File: src/rtl/mem_access_unit.sv
// Multi-cycle load/store engine: turns CPU MEM-stage accesses into req/ack word transactions with byte lanes and load extension.
// Optional build macro MAU_PERF_CNT_EN adds saturating retired-access and stall-cycle counters.
module mem_access_unit #(
  parameter int ADDR_W  = 10,
  parameter int TIMEOUT = 15
) (
  input  logic              clk_i,
  input  logic              rst_ni,
  input  logic              mem_en_i,
  input  logic              mem_wr_i,
  input  logic [1:0]        size_i,
  input  logic              sign_ext_i,
  input  logic [31:0]       addr_i,
  input  logic [31:0]       wdata_i,
  output logic [31:0]       rdata_o,
  output logic              stall_o,
  output logic              addr_err_o,
  output logic              bus_err_o,
  output logic              m_req_o,
  output logic              m_we_o,
  output logic [ADDR_W-3:0] m_addr_o,
  output logic [3:0]        m_be_o,
  output logic [31:0]       m_wdata_o,
  input  logic [31:0]       m_rdata_i,
  input  logic              m_ack_i
`ifdef MAU_PERF_CNT_EN
  ,
  output logic [15:0]       perf_acc_o,
  output logic [15:0]       perf_stall_o
`endif
);

  localparam logic [1:0] S_IDLE   = 2'd0;
  localparam logic [1:0] S_ACCESS = 2'd1;
  localparam logic [1:0] S_DONE   = 2'd2;

  logic [1:0]        state_q, state_d;
  logic [1:0]        off_q, off_d;
  logic [1:0]        size_q, size_d;
  logic              sext_q, sext_d;
  logic [7:0]        timer_q, timer_d;
  logic              m_req_q, m_req_d;
  logic              m_we_q, m_we_d;
  logic [ADDR_W-3:0] m_addr_q, m_addr_d;
  logic [3:0]        m_be_q, m_be_d;
  logic [31:0]       m_wdata_q, m_wdata_d;
  logic [31:0]       rdata_q, rdata_d;
  logic              addr_err_q, addr_err_d;
  logic              bus_err_q, bus_err_d;

  logic              misalign;
  logic [3:0]        be_dec;
  logic [31:0]       wd_dec;
  logic [31:0]       rd_sh;
  logic [31:0]       ld_val;
  logic              unused_addr;

  assign unused_addr = ^addr_i[31:ADDR_W];

  assign misalign = (size_i == 2'b11) ||
                    ((size_i == 2'b01) && addr_i[0]) ||
                    ((size_i == 2'b10) && (addr_i[1:0] != 2'b00));

  always_comb begin
    be_dec = 4'b1111;
    wd_dec = wdata_i;
    case (size_i)
      2'b00: begin
        be_dec = 4'b0001 << addr_i[1:0];
        wd_dec = {4{wdata_i[7:0]}};
      end
      2'b01: begin
        be_dec = addr_i[1] ? 4'b1100 : 4'b0011;
        wd_dec = {2{wdata_i[15:0]}};
      end
      default: ;
    endcase
  end

  // Move the addressed lane(s) down to bit 0 before extending.
  assign rd_sh = m_rdata_i >> {off_q, 3'b000};

  always_comb begin
    ld_val = m_rdata_i;
    case (size_q)
      2'b00:   ld_val = {{24{sext_q & rd_sh[7]}}, rd_sh[7:0]};
      2'b01:   ld_val = {{16{sext_q & rd_sh[15]}}, rd_sh[15:0]};
      default: ;
    endcase
  end

  always_comb begin
    state_d    = state_q;
    off_d      = off_q;
    size_d     = size_q;
    sext_d     = sext_q;
    timer_d    = timer_q;
    m_req_d    = m_req_q;
    m_we_d     = m_we_q;
    m_addr_d   = m_addr_q;
    m_be_d     = m_be_q;
    m_wdata_d  = m_wdata_q;
    rdata_d    = rdata_q;
    addr_err_d = addr_err_q;
    bus_err_d  = bus_err_q;
    case (state_q)
      S_IDLE: begin
        if (mem_en_i) begin
          off_d     = addr_i[1:0];
          size_d    = size_i;
          sext_d    = sign_ext_i;
          timer_d   = 8'd0;
          m_addr_d  = addr_i[ADDR_W-1:2];
          m_be_d    = be_dec;
          m_wdata_d = wd_dec;
          if (misalign) begin
            addr_err_d = 1'b1;
            state_d    = S_DONE;
          end else begin
            m_req_d = 1'b1;
            m_we_d  = mem_wr_i;
            state_d = S_ACCESS;
          end
        end
      end
      S_ACCESS: begin
        if (m_ack_i) begin
          if (!m_we_q) rdata_d = ld_val;
          m_req_d = 1'b0;
          m_we_d  = 1'b0;
          state_d = S_DONE;
        end else if (timer_q == 8'(TIMEOUT - 1)) begin
          rdata_d   = 32'd0;
          bus_err_d = 1'b1;
          m_req_d   = 1'b0;
          m_we_d    = 1'b0;
          state_d   = S_DONE;
        end else begin
          timer_d = timer_q + 8'd1;
        end
      end
      S_DONE: begin
        addr_err_d = 1'b0;
        bus_err_d  = 1'b0;
        state_d    = S_IDLE;
      end
      default: state_d = S_IDLE;
    endcase
  end

  always_ff @(posedge clk_i or negedge rst_ni) begin
    if (!rst_ni) begin
      state_q    <= S_IDLE;
      off_q      <= 2'd0;
      size_q     <= 2'd0;
      sext_q     <= 1'b0;
      timer_q    <= 8'd0;
      m_req_q    <= 1'b0;
      m_we_q     <= 1'b0;
      m_addr_q   <= '0;
      m_be_q     <= 4'd0;
      m_wdata_q  <= 32'd0;
      rdata_q    <= 32'd0;
      addr_err_q <= 1'b0;
      bus_err_q  <= 1'b0;
    end else begin
      state_q    <= state_d;
      off_q      <= off_d;
      size_q     <= size_d;
      sext_q     <= sext_d;
      timer_q    <= timer_d;
      m_req_q    <= m_req_d;
      m_we_q     <= m_we_d;
      m_addr_q   <= m_addr_d;
      m_be_q     <= m_be_d;
      m_wdata_q  <= m_wdata_d;
      rdata_q    <= rdata_d;
      addr_err_q <= addr_err_d;
      bus_err_q  <= bus_err_d;
    end
  end

  assign stall_o    = mem_en_i && (state_q != S_DONE);
  assign rdata_o    = rdata_q;
  assign addr_err_o = addr_err_q;
  assign bus_err_o  = bus_err_q;
  assign m_req_o    = m_req_q;
  assign m_we_o     = m_we_q;
  assign m_addr_o   = m_addr_q;
  assign m_be_o     = m_be_q;
  assign m_wdata_o  = m_wdata_q;

`ifdef MAU_PERF_CNT_EN
  logic [15:0] perf_acc_q, perf_stall_q;

  // DONE is visited once per access, errored or not, so it marks retirement.
  always_ff @(posedge clk_i or negedge rst_ni) begin
    if (!rst_ni) begin
      perf_acc_q   <= 16'd0;
      perf_stall_q <= 16'd0;
    end else begin
      if ((state_q == S_DONE) && (perf_acc_q != 16'hFFFF)) perf_acc_q <= perf_acc_q + 16'd1;
      if (stall_o && (perf_stall_q != 16'hFFFF)) perf_stall_q <= perf_stall_q + 16'd1;
    end
  end

  assign perf_acc_o   = perf_acc_q;
  assign perf_stall_o = perf_stall_q;
`endif

endmodule

File: config.mk
export PLATFORM = sky130hd
export DESIGN_NAME = mem_access_unit
export DESIGN_NICKNAME = d
export VERILOG_FILES = /design/src/rtl/mem_access_unit.sv
export SDC_FILE = /design/constraint.sdc
export NUM_CORES = 1
export LEC_CHECK = 0
export ABC_AREA = 0
export BUFFER_PORTS_ARGS = -buffer_cell sky130_fd_sc_hd__buf_4
export CAP_MARGIN = 40
export CORE_MARGIN = 5
export CORE_UTILIZATION = 52
export CTS_CLUSTER_DIAMETER = 30
export DETAILED_ROUTE_END_ITERATION = 16
export MAX_ROUTING_LAYER = met4
export PLACE_DENSITY = 0.9
export REMOVE_ABC_BUFFERS = 1
export SYNTH_ARGS = -nofsm -noshare
export SYNTH_HDL_FRONTEND = slang
export SYNTH_SLANG_ARGS = --single-unit
File: constraint.sdc
create_clock -name clk_i -period 3.3 [get_ports clk_i]
set_clock_uncertainty 0.05 [all_clocks]
set_input_delay 0.33 -clock clk_i [delete_from_list [all_inputs] [get_ports clk_i]]
set_output_delay 0.33 -clock clk_i [all_outputs]
set_load 0.005 [all_outputs]
# [Word level (Yosys, flattened, before mapping)]
# Index checks and enable logic that the tools add are counted.
[op_classes] reduce_logical=20 n_bitwise=2 add_sub_neg=1 shift=2 mux=30 eq_ne=16
[ops] operator="case mux 32 bit (2 select lines)" n=2
[ops] operator="two-way mux 32 bit" n=3
[ops] operator="right shift 32 x 5 -> 16 bit" n=1
[ops] operator="two-way mux 8 bit" n=3
[ops] operator="!= test 2 bit (second input constant)" n=8
[ops] operator="case mux 8 bit (2 select lines)" n=1
[ops] operator="two-way mux 1 bit" n=10
[ops] operator="nonzero test 2 bit" n=5
[ops] operator="AND reduction 3 bit" n=3
[ops] operator="adder 8 x 1 -> 8 bit (second input constant)" n=1
[ops] operator="equality test 8 x 4 -> 1 bit (second input constant)" n=1
[ops] operator="two-way mux 2 bit" n=4
[ops] operator="case mux 1 bit (2 select lines)" n=4
[ops] operator="case mux 4 bit (2 select lines)" n=1
[ops] operator="AND reduction 4 bit" n=2
[ops] operator="equality test 2 x 1 -> 1 bit (second input constant)" n=3
[ops] operator="equality test 2 bit (second input constant)" n=3
[ops] operator="logical NOT 2 bit" n=3
[ops] operator="two-way mux 4 bit" n=1
[ops] operator="case mux 2 bit (2 select lines)" n=1
[ops] operator="AND reduction 2 bit" n=2
[ops] operator="<< shifter 1 x 2 -> 4 bit (first input constant)" n=1
[ops] operator="logical AND 1 bit" n=3
[ops] operator="!= test 3 bit (second input constant)" n=1
[ops] operator="2 further kinds" n=4
[totals] wordCells=84 inputBits=104 register_bits=95 output_inout_bits=81

# [Logic depth before layout (Yosys ltp)]
# Gate-level depths: netlist (run 1).
[depth] word_depth=7 ltp_mapped=7

# [Least setup slack after synthesis (run 1)]
# No wires, ideal clock.
[synth_path] path_kind="reg2reg" start="reg timer_q[0]" end="reg rdata_q[8], in the netlist rdata_o[8]" period_less_slack_ns=1.840 required_ns=3.124 n_path_buf=1 setup_time_ns=0.126 t_arrival_ns=1.664 stages_incl_launch_ff=8 setup_slack_ns=1.460 path_cell_list="dfrtp_1 -> inv_1 -> ha_1 -> nor3b_2 -> a31o_2 -> nand2_1 -> clkbuf_1 -> a221o_1"
[synth_between] elab_chain_len=3
[synth_rtl] item="start, declared" line="41" rtl="logic [7:0] timer_q, timer_d;"
[synth_rtl] item="start signal, assigned" line="171" rtl="timer_q <= timer_d;"
[synth_rtl] item="equality test 8 x 4 -> 1 bit" line="132" rtl="end else if (timer_q == 8'(TIMEOUT - 1)) begin"
[synth_rtl] item="nonzero test 2 bit (no line)"
[synth_rtl] item="AND reduction 3 bit (no line)"
[synth_rtl] item="end signal, assigned" line="177" rtl="rdata_q <= rdata_d;"
[synth_rtl] item="end, declared" line="47" rtl="logic [31:0] rdata_q, rdata_d;"
# No other way between the ends.
# A chain may end at the register's enable or synchronous reset.

# [Worst setup path after layout (run 1)]
[layout_path] start="reg state_q[0]" end="reg rdata_q[8], in the netlist rdata_o[8]"
[layout_between] elab_chain_len=2
[layout_rtl] item="start, declared" line="37" rtl="logic [1:0] state_q, state_d;"
[layout_rtl] item="start signal, assigned" line="167" rtl="state_q <= state_d;"
[layout_rtl] item="equality test 2 x 1 -> 1 bit" line="106" rtl="case (state_q)"
[layout_rtl] item="AND reduction 3 bit (no line)"
# No other way between the ends.

==> results by group, run 1 <==
STA
  – Tcrit/Tclk final: 66.4%
  – Final Max Tran Viols: 0
  – Worst slew margin: 55.2%
  – Unrepaired setup endpoints after global routing: no
  – Final setup violation count: 0
  – Hold Worst Slack: 106 ps
  – Final hold violations: 0
  – Setup Total Neg Slack: 0 ps
  – Fmax: 0.457 GHz
  – Fin crit period: 2190 ps
  – Worst-Margin Slew: 666 ps

Power and ir drop
  – Leak Pwr: 2.99 nW
  – Total power: 4.04 mW
  – Peak VDD IR: 0.000283 V
  – PD cells: 667 nW/µm²

Synthesis
  – Synth Instances: 466
  – Mean post-synth cell area: 9.87 µm²
  – Synth unique cells: 43
  – Async SR Flop Fraction: 100%
  – Synth Cell Area: 4600 µm²
  – Synth Register Bits: 95
  – Yosys warns: 0
  – Sequential element share of the synthesized area: 51.7%
  – Main synth FF type: dfrtp_1
  – EDFF count, synth: 0

Floorplanning
  – Die Y: 104 µm
  – Num rows: 34
  – Initial Utilization: 53.0%
  – Die width: 104 µm
  – Core Box Area: 8680 µm²
  – I/O pin cnt: 185
  – Die ar.: 10,800 µm²

GRT
  – First-pass GRT wire length: 21,200 µm
  – Grt ovf: 0
  – Largest net degree at the start of global routing: 60
  – Vias in the first global route: 4,233
  – Initial antenna violation count: 0
  – Total track usage: 24.1%

Min path
  – Hold Path Class: input port to flop

Worst setup path
  – Critical-path top delay cell: dfrtp_1
  – Slowest stage delay, CP: 570 ps
  – R2R cell count: 4
  – Critical Path RT: 3530 ps
  – Worst Path Arrival: 2420 ps
  – Worst Setup End Kind: flop
  – R2R Path Start: state_q[0]
  – Setup crit start: state_q[0]
  – Worst reg2reg setup slack: 1110 ps
  – Critical path's top delay family: simple AND/OR/NAND/NOR gates
  – Worst reg2reg path endpoint: rdata_o[8]
  – CP Launch Type: flop
  – Worst Path Buf+Inv: 0
  – Top cell by count, worst path: nor2b_1
  – Stages on worst setup path: 4
  – Crit Path Class: flop to flop
  – Crit path cell chain: and4bb_2 -> nor2b_1 -> nor2b_1 -> a221o_1
  – Worst Setup EP: rdata_o[8]
  – Critical Path Fanout Max: 18

Clock tree
  – TritonCTS sink count: 95
  – Num CTS Buffers: 9
  – Clock tree buffer depth: 2
  – CTS tree: yes
  – Post-CTS Setup Inserts: 0
  – Clock Tree Root: clkbuf_8
  – Worst-Skew Late Latency: 350 ps
  – Clock-pin slew on the worst setup and hold paths: 100 ps
  – H-tree Lvls: 3

Placed design
  – DP Cell Count: 709
  – Detailed placer's ending HPWL: 9500 µm
  – Routability cong.: 0.862
  – IO Port Bufs: 162

Routing
  – Final WL: 12,900 µm
  – Routed len/inst: 17.8 µm
  – Drt drc: 0
  – Drt first-iter violations: 222
  – Pre-antenna DRT Iters: 5
  – Vias: 4,167
  – Drt via density: 5.75
  – Post-route ant nets: 0

Final layout
  – Fin cells: 725
  – Fin util: 69.8%
  – Most frequent cells in the layout: buf_4, nand2_1, dfrtp_1
  – Fillers: 669
  – Antenna Cells: 0
  – Share of layout cells above drive strength 1: 31.6%
  – Synthesis-to-layout area growth: 31.7%
  – Most common cell after layout, fill and taps aside: buf_4
  – # nets final: 719

Status
  – Status: completed

Run
  – Max Cap Viol: 0
[metal layers]
metal,vias to the layer above,wire length (µm),GRT usage (%)
li1,1932,-,-
met1,2006,5510,31.8
met2,210,6120,37.4
met3,19,1120,5.28
met4,0,159,7.31
met5,-,0,-
[registers in the layout, summed over array words and instances, names as in the netlist, 2 cells and up]
| register | cells |
|---|---|
| off_q | 2 |
| m_addr_o | 8 |
| state_q | 2 |
| size_q | 2 |
| m_be_o | 4 |
| m_wdata_o | 32 |
| rdata_o | 32 |
| timer_q | 8 |
[worst reg2reg max path, cell delays in order, from the launching register on]
cell,delay (ps)
dfrtp_1,570
and4bb_2,530
nor2b_1,220
nor2b_1,500
a221o_1,260
[repair_timing]
item / 4_1_cts / 5_1_grt
hold buffers: 1 / 0
resized for setup: 0 / 0
hold endpoints to repair: 46 / 0
[cell families after synthesis]
kind of cell / Yosys count / synth area share [%]
adders and majority gates: 2 / 0.544
buffers and inverters: 44 / 4.03
DFF: 95 / 51.7
AOI/OAI and AO/OA: 129 / 19.3
and+or+nand+nor: 154 / 15.1
muxes: 37 / 8.38
xor gates and xnor gates: 5 / 0.952
[layout make-up]
cell class	instances	area, µm²	area share [%]
Clock buffer	10	138	2.27
Clock inverter	5	58.8	0.970
Inverter	11	41.3	0.681
Multi-Input combinational cell	327	2040	33.6
Sequential cell	95	2380	39.2
Tap cell	108	135	2.23
Timing Repair Buffer	169	1270	21.0
[synth_stat cells (all sizes together), types with 3 or more instances]
cell / number / area (µm²)
a21oi: 26 / 130
and3: 8 / 50.1
nor2: 22 / 85.1
nand2: 96 / 360
nand3: 3 / 15.0
nor2b: 6 / 37.5
a31oi: 4 / 25.0
inv: 11 / 41.3
nand2b: 9 / 56.3
o2bb2ai: 9 / 78.8
clkbuf: 21 / 78.8
a221o: 23 / 230
dfrtp: 95 / 2380
xnor2: 5 / 43.8
buf: 12 / 65.1
o21ai: 44 / 220
mux2i: 34 / 340
a211oi: 5 / 37.5
[stage by stage]
stage / setup WS (ps) / instance area (µm²)
CTS: 1110 / 6060
detailed placement: 1150 / 5850
floorplan: 941 / 4460
finish: 1110 / 6060
global route: 932 / 6060
global placement: 1270 / 5850
[power breakdown]
part,leakage (nW),switching (mW),internal (mW)
Sequential,1.19,0.289,1.53
Combinational,1.71,0.629,0.819
Clock,0.0944,0.402,0.367
[worst min-delay path by stage]
stage / start / endpoint / slack (ps) / cells after the start
global placement: rst_ni / rdata_o[28] / 320 / 1
detailed placement: rst_ni / rdata_o[28] / 340 / 1
floorplan: rst_ni / addr_err_o / -20 / 0
finish: addr_i[8] / m_addr_o[6] / 110 / 3
CTS: addr_i[9] / m_addr_o[7] / 100 / 3
global route: addr_i[8] / m_addr_o[6] / 100 / 3
No activity file was read; power rests on OpenSTA's default activity.
==> inputs of run 2 (changes only) <==
--- a/config.mk
+++ b/config.mk
@@ -9,11 +9,11 @@
 export BUFFER_PORTS_ARGS = -buffer_cell sky130_fd_sc_hd__buf_4
 export CAP_MARGIN = 40
 export CORE_MARGIN = 5
-export CORE_UTILIZATION = 52
+export CORE_UTILIZATION = 44
 export CTS_CLUSTER_DIAMETER = 30
 export DETAILED_ROUTE_END_ITERATION = 16
 export MAX_ROUTING_LAYER = met4
-export PLACE_DENSITY = 0.9
+export PLACE_DENSITY = 0.82
 export REMOVE_ABC_BUFFERS = 1
 export SYNTH_ARGS = -nofsm -noshare
 export SYNTH_HDL_FRONTEND = slang
==> constraint.sdc (replaced) <==
create_clock -name clk_i -period 2 [get_ports clk_i]
set_clock_uncertainty 0.05 [all_clocks]
set_input_delay 0.2 -clock clk_i [delete_from_list [all_inputs] [get_ports clk_i]]
set_output_delay 0.2 -clock clk_i [all_outputs]
set_load 0.005 [all_outputs]
==> results by group, run 2 (synthesis gave the netlist of run 1 again) <==
Floorplanning
  – Initial Utilization: 44.8% (was 53.0%)
  – Die Y: 112 µm (was 104 µm)
  – Core Box Area: 10,300 µm² (was 8680 µm²)
  – Num rows: 37 (was 34)
  – Die width: 112 µm (was 104 µm)
  – I/O pin cnt: 185 (unchanged)
  – Die ar.: 12,600 µm² (was 10,800 µm²)

Clock tree
  – CTS tree: yes (unchanged)
  – Worst-Skew Late Latency: 370 ps (was 350 ps)
  – Clock tree buffer depth: 2 (unchanged)
  – Num CTS Buffers: 9 (unchanged)
  – TritonCTS sink count: 95 (unchanged)
  – H-tree Lvls: 3 (unchanged)
  – Clock Tree Root: clkbuf_8 (unchanged)
  – Clock-pin slew on the worst setup and hold paths: 100 ps (about the same)

Final layout
  – # nets final: 748 (was 719)
  – Most frequent cells in the layout: buf_4, nand2_1, dfrtp_1 (unchanged)
  – Antenna Cells: 0 (unchanged)
  – Post-route design area: 6400 µm² (was 6060 µm²)
  – Synthesis-to-layout area growth: 39.0% (was 31.7%)
  – Share of layout cells above drive strength 1: 32.5% (was 31.6%)
  – Most common cell after layout, fill and taps aside: buf_4 (unchanged)
  – Fin cells: 783 (was 725)

GRT
  – Total track usage: 22.0% (was 24.1%)
  – Largest net degree at the start of global routing: 58 (was 60)
  – First-pass GRT wire length: 22,000 µm (was 21,200 µm)
  – Vias in the first global route: 4,465 (was 4,233)
  – Initial antenna violation count: 0 (unchanged)
  – Grt ovf: 0 (unchanged)

Placed design
  – Detailed placer's ending HPWL: 9820 µm (was 9500 µm)
  – Place WS: 127 ps (was 1150 ps)
  – DP Cell Count: 749 (was 709)
  – Routability cong.: 0.860 (was 0.862)
  – Cell Area, Placed: 6020 µm² (was 5850 µm²)
  – IO Port Bufs: 162 (unchanged)

STA
  – Tcrit/Tclk final: 93.9% (was 66.4%)
  – Worst slew margin: 50.4% (was 55.2%)
  – Unrepaired setup endpoints after global routing: no (unchanged)
  – Worst-Margin Slew: 737 ps (was 666 ps)
  – Final worst slack: 121 ps (was 1110 ps)
  – Final setup violation count: 0 (unchanged)
  – Final Max Tran Viols: 0 (unchanged)
  – Final hold violations: 0 (unchanged)
  – Fin crit period: 1880 ps (was 2190 ps)
  – Fmax: 0.532 GHz (was 0.457 GHz)

Worst setup path
  – CP Launch Type: flop (unchanged)
  – Critical-path top delay cell: dfrtp_1 (unchanged)
  – Slowest stage delay, CP: 420 ps (was 570 ps)
  – Worst Setup End Kind: flop (unchanged)
  – Worst Path Arrival: 2080 ps (was 2420 ps)
  – Worst Path Buf+Inv: 3 (was 0)
  – Critical Path Fanout Max: 4 (was 18)
  – Critical Path RT: 2200 ps (was 3530 ps)
  – Crit path cell chain: inv_1 -> ha_1 -> nor3b_2 -> buf_4 -> a211oi_1 -> buf_4 -> xnor2_1 -> nor2_1 (was and4bb_2 -> nor2b_1 -> nor2b_1 -> a221o_1)
  – Critical path's top delay family: buffers and inverters (was simple AND/OR/NAND/NOR gates)
  – Top cell by count, worst path: buf_4 (was nor2b_1)
  – Crit Path Class: flop to flop (unchanged)

Routing
  – Pre-antenna DRT Iters: 5 (unchanged)
  – Drt first-iter violations: 204 (was 222)
  – Final WL: 13,400 µm (was 12,900 µm)
  – Vias: 4,268 (was 4,167)
  – Routed len/inst: 17.1 µm (was 17.8 µm)
  – Drt via density: 5.45 (was 5.75)
  – Post-route ant nets: 0 (unchanged)
  – Drt drc: 0 (unchanged)

Power and ir drop
  – Leak Pwr: 3.14 nW (was 2.99 nW)
  – PD cells: 1060 nW/µm² (was 667 nW/µm²)
  – Peak VDD IR: 0.000548 V (was 0.000283 V)
  – Total power: 6.77 mW (was 4.04 mW)

Run
  – Max Cap Viol: 0 (unchanged)

Status
  – Status: completed (unchanged)

Min path
  – Hold Path Class: input port to flop (unchanged)
## run 2: final timing paths
path                          startpoint            to  slack [ps]  cells after the start
max                           timer_q[0]    timer_q[2]         120                      8
max reg2reg                   timer_q[0]    timer_q[2]         120                      8
min in group asynchronous         rst_ni   rdata_o[25]         240                      2
max in group asynchronous         rst_ni    rdata_o[8]        1020                      3
min                        m_rdata_i[28]   rdata_o[28]          20                      2
min reg2reg                 m_wdata_o[4]  m_wdata_o[4]         440                      2
## run 2: power breakdown
part           internal [mW]  switching [mW]
sequential              2.53           0.434
combinational           1.43            1.09
clock                  0.578           0.703
total                   4.54            2.23
## run 2: layout make-up
cell class                      count  area, µm²
Clock buffer                        9        124
Clock inverter                      7       71.3
Fill cell                         855       3880
Inverter                           11       41.3
Multi-Input combinational cell    327       2040
Sequential cell                    95       2380
Tap cell                          136        170
Timing Repair Buffer              198       1570
## run 2: metal layers
layer | up-vias | wire length [µm] | track usage (%)
met5 | - | 0 | -
met4 | 0 | 274 | 8.57
met3 | 22 | 1250 | 5.39
li1 | 1997 | - | -
met1 | 2054 | 5540 | 27.2
met2 | 195 | 6350 | 34.8
## run 2: metrics by stage
step                      setup TNS, ps  hold slack, ps  utilization (%)
after floorplan                   -5130            -146                -
after global placement                0            94.0             58.5
after detailed placement              0            93.9             58.5
after CTS                             0            7.69             62.2
after global routing                  0            15.1             62.2
final                                 0            22.7             62.2
## run 2: worst register-to-register path: stages, from the launching register on
cell and delay (ps):
dfrtp_1 420, inv_1 90, ha_1 190, nor3b_2 160
buf_4 150, a211oi_1 350, buf_4 190, xnor2_1 110
nor2_1 60
## run 2: timing repair
item                                   CTS  global route
setup buffers                            0             0
endpoints found under the hold margin   42             0
hold buffers                            18             0
resized for setup                        0             2
setup endpoints to repair                0             3
==> inputs of run 3 (changes only) <==
--- a/config.mk
+++ b/config.mk
@@ -15,6 +15,7 @@
 export MAX_ROUTING_LAYER = met4
 export PLACE_DENSITY = 0.82
 export REMOVE_ABC_BUFFERS = 1
+export SETUP_SLACK_MARGIN = 0.4
 export SYNTH_ARGS = -nofsm -noshare
 export SYNTH_HDL_FRONTEND = slang
 export SYNTH_SLANG_ARGS = --single-unit
==> results by group, run 3 (synthesis gave the netlist of run 1 again) <==
Placed design
  – Place WS: 127 ps (unchanged)
  – Detailed placer's ending HPWL: 9820 µm (unchanged)
  – IO Port Bufs: 162 (unchanged)
  – Routability cong.: 0.860 (unchanged)

Floorplanning
  – Core Box Area: 10,300 µm² (unchanged)
  – Die Y: 112 µm (unchanged)
  – I/O pin cnt: 185 (unchanged)
  – Initial Utilization: 44.8% (unchanged)
  – Num rows: 37 (unchanged)
  – Die ar.: 12,600 µm² (unchanged)
  – Die width: 112 µm (unchanged)

STA
  – Tcrit/Tclk final: 91.9% (was 93.9%)
  – Final hold violations: 0 (unchanged)
  – Final setup violation count: 0 (unchanged)
  – Fmax: 0.544 GHz (was 0.532 GHz)
  – Fin crit period: 1840 ps (was 1880 ps)
  – Final Max Tran Viols: 0 (unchanged)
  – Final worst slack: 161 ps (was 121 ps)
  – Setup Total Neg Slack: 0 ps (unchanged)
  – Unrepaired setup endpoints after global routing: yes (was no)
  – Worst slew margin: 52.3% (was 50.4%)
  – Worst-Margin Slew: 710 ps (was 737 ps)

GRT
  – Vias in the first global route: 4,649 (was 4,465)
  – Grt ovf: 0 (unchanged)
  – Total track usage: 23.2% (was 22.0%)
  – First-pass GRT wire length: 23,200 µm (was 22,000 µm)
  – Initial antenna violation count: 0 (unchanged)
  – Largest net degree at the start of global routing: 58 (unchanged)

Routing
  – Routed len/inst: 18.3 µm (was 17.1 µm)
  – Post-route ant nets: 0 (unchanged)
  – Drt via density: 5.57 (was 5.45)
  – Final WL: 14,800 µm (was 13,400 µm)
  – Vias: 4,514 (was 4,268)
  – Detailed-route wire length on metal 1: 6060 µm (was 5540 µm)
  – Drt drc: 0 (unchanged)
  – Met2 routed WL: 7040 µm (was 6350 µm)
  – Top Metal Used: met4 (unchanged)
  – Drt first-iter violations: 227 (was 204)
  – Pre-antenna DRT Iters: 4 (was 5)
  – Met3 WL: 1330 µm (was 1250 µm)

Clock tree
  – Worst-Skew Late Latency: 370 ps (about the same)
  – Clock tree buffer depth: 2 (unchanged)
  – TritonCTS sink count: 95 (unchanged)
  – Num CTS Buffers: 9 (unchanged)
  – H-tree Lvls: 3 (unchanged)
  – Clock Tree Root: clkbuf_8 (unchanged)
  – CTS tree: yes (unchanged)
  – Clock-pin slew on the worst setup and hold paths: 90 ps (was 100 ps)

Final layout
  – Synthesis-to-layout area growth: 49.4% (was 39.0%)
  – Share of layout cells above drive strength 1: 39.2% (was 32.5%)
  – Most frequent cells in the layout: buf_4, nand2_1, dfrtp_1 (unchanged)
  – # nets final: 775 (was 748)
  – Most common cell after layout, fill and taps aside: buf_4 (unchanged)
  – Fillers: 781 (was 855)
  – Antenna Cells: 0 (unchanged)

Worst setup path
  – Critical Path RT: 2200 ps (about the same)
  – Critical path's top delay family: compound AO/OA/AOI/OAI gates (was buffers and inverters)
  – CP Launch Type: flop (unchanged)
  – Worst Path Arrival: 2040 ps (was 2080 ps)
  – Slowest stage delay, CP: 400 ps (was 420 ps)
  – Worst Path Buf+Inv: 2 (was 3)
  – Crit path cell chain: inv_2 -> ha_4 -> nor3b_4 -> a31o_4 -> nand2_8 -> buf_12 -> a221o_1 (was inv_1 -> ha_1 -> nor3b_2 -> buf_4 -> a211oi_1 -> buf_4 -> xnor2_1 -> nor2_1)
  – Critical Path Fanout Max: 8 (was 4)
  – Worst Setup End Kind: flop (unchanged)
  – Critical-path top delay cell: dfrtp_1 (unchanged)
  – Crit Path Class: flop to flop (unchanged)

Power and ir drop
  – Flop pwr share: 41.8% (was 43.8%)
  – Power share of the clock group: 18.0% (was 18.9%)
  – Gate power share: 40.2% (was 37.2%)
  – Power Internal: 4.75 mW (was 4.54 mW)
  – PD cells: 1040 nW/µm² (was 1060 nW/µm²)
  – Sw Share: 33.6% (was 32.9%)
  – Peak VDD IR: 0.000567 V (was 0.000548 V)
  – Leak Pwr: 3.32 nW (was 3.14 nW)
  – Switching power: 2.40 mW (was 2.23 mW)

Min path
  – Hold Path Class: input port to flop (unchanged)

Status
  – Status: completed (unchanged)

Run
  – Max Cap Viol: 0 (unchanged)
run 3: changes by cell type in the layout (fill, tap and decap cells not counted), sizes merged:
cell	change
clkinvlp	+1
inv	-1
buf	+27
run 3: metal layers:
layer / up-vias / global-route usage [%]
li1: 2046 / -
met1: 2195 / 27.8
met3: 30 / 5.82
met5: - / -
met4: 0 / 10.0
met2: 243 / 37.4
run 3: worst paths after layout:
path                                endpoint  cells after the start           from  slack, ps
worst max-delay path             rdata_o[11]                      7     timer_q[0]        160
worst min-delay path             rdata_o[28]                      2  m_rdata_i[28]         20
worst max register to register   rdata_o[11]                      7     timer_q[0]        160
worst min register to register  m_wdata_o[4]                      2   m_wdata_o[4]        440
max in group asynchronous        rdata_o[15]                      3         rst_ni       1010
min in group asynchronous         rdata_o[9]                      2         rst_ni        240
run 3: repair_timing:
action	4_1_cts	5_1_grt
setup buffers	15	9
resized for setup	27	28
hold endpoints to repair	42	0
pin swaps	7	18
endpoints found under the setup margin	94	71
hold buffers	18	0
gates cloned	3	0
run 3: power by group through the flow:
stage / combinational (mW) / clock [mW] / sequential (mW)
global route: 3.12 / 1.37 / 3.07
detailed placement: 2.52 / 0 / 3.00
CTS: 2.73 / 1.32 / 2.96
floorplan: 0.940 / 0 / 3.01
finish: 2.88 / 1.29 / 2.99
global placement: 2.44 / 0 / 2.96
run 3: per-stage QoR:
stage               std cells  power, mW  instance area (µm²)  hold slack (ps)  utilization [%]
floorplan                 433       3.95                 4460             -146                -
global placement          749       5.40                 6020             94.0             58.5
detailed placement        749       5.51                 6020             93.9             58.5
CTS                       801       7.01                 6680             6.94             65.0
global route              810       7.56                 6870             11.9             66.9
finish                    810       7.15                 6870             22.5             66.9
run 3: final cells by class:
cell class	count	area [µm²]	area share, %
Clock inverter	7	71.3	1.04
Inverter	11	45.0	0.655
Sequential cell	95	2380	34.6
Timing Repair Buffer	225	1870	27.1
Clock buffer	9	124	1.80
Tap cell	136	170	2.48
Multi-Input combinational cell	327	2220	32.3
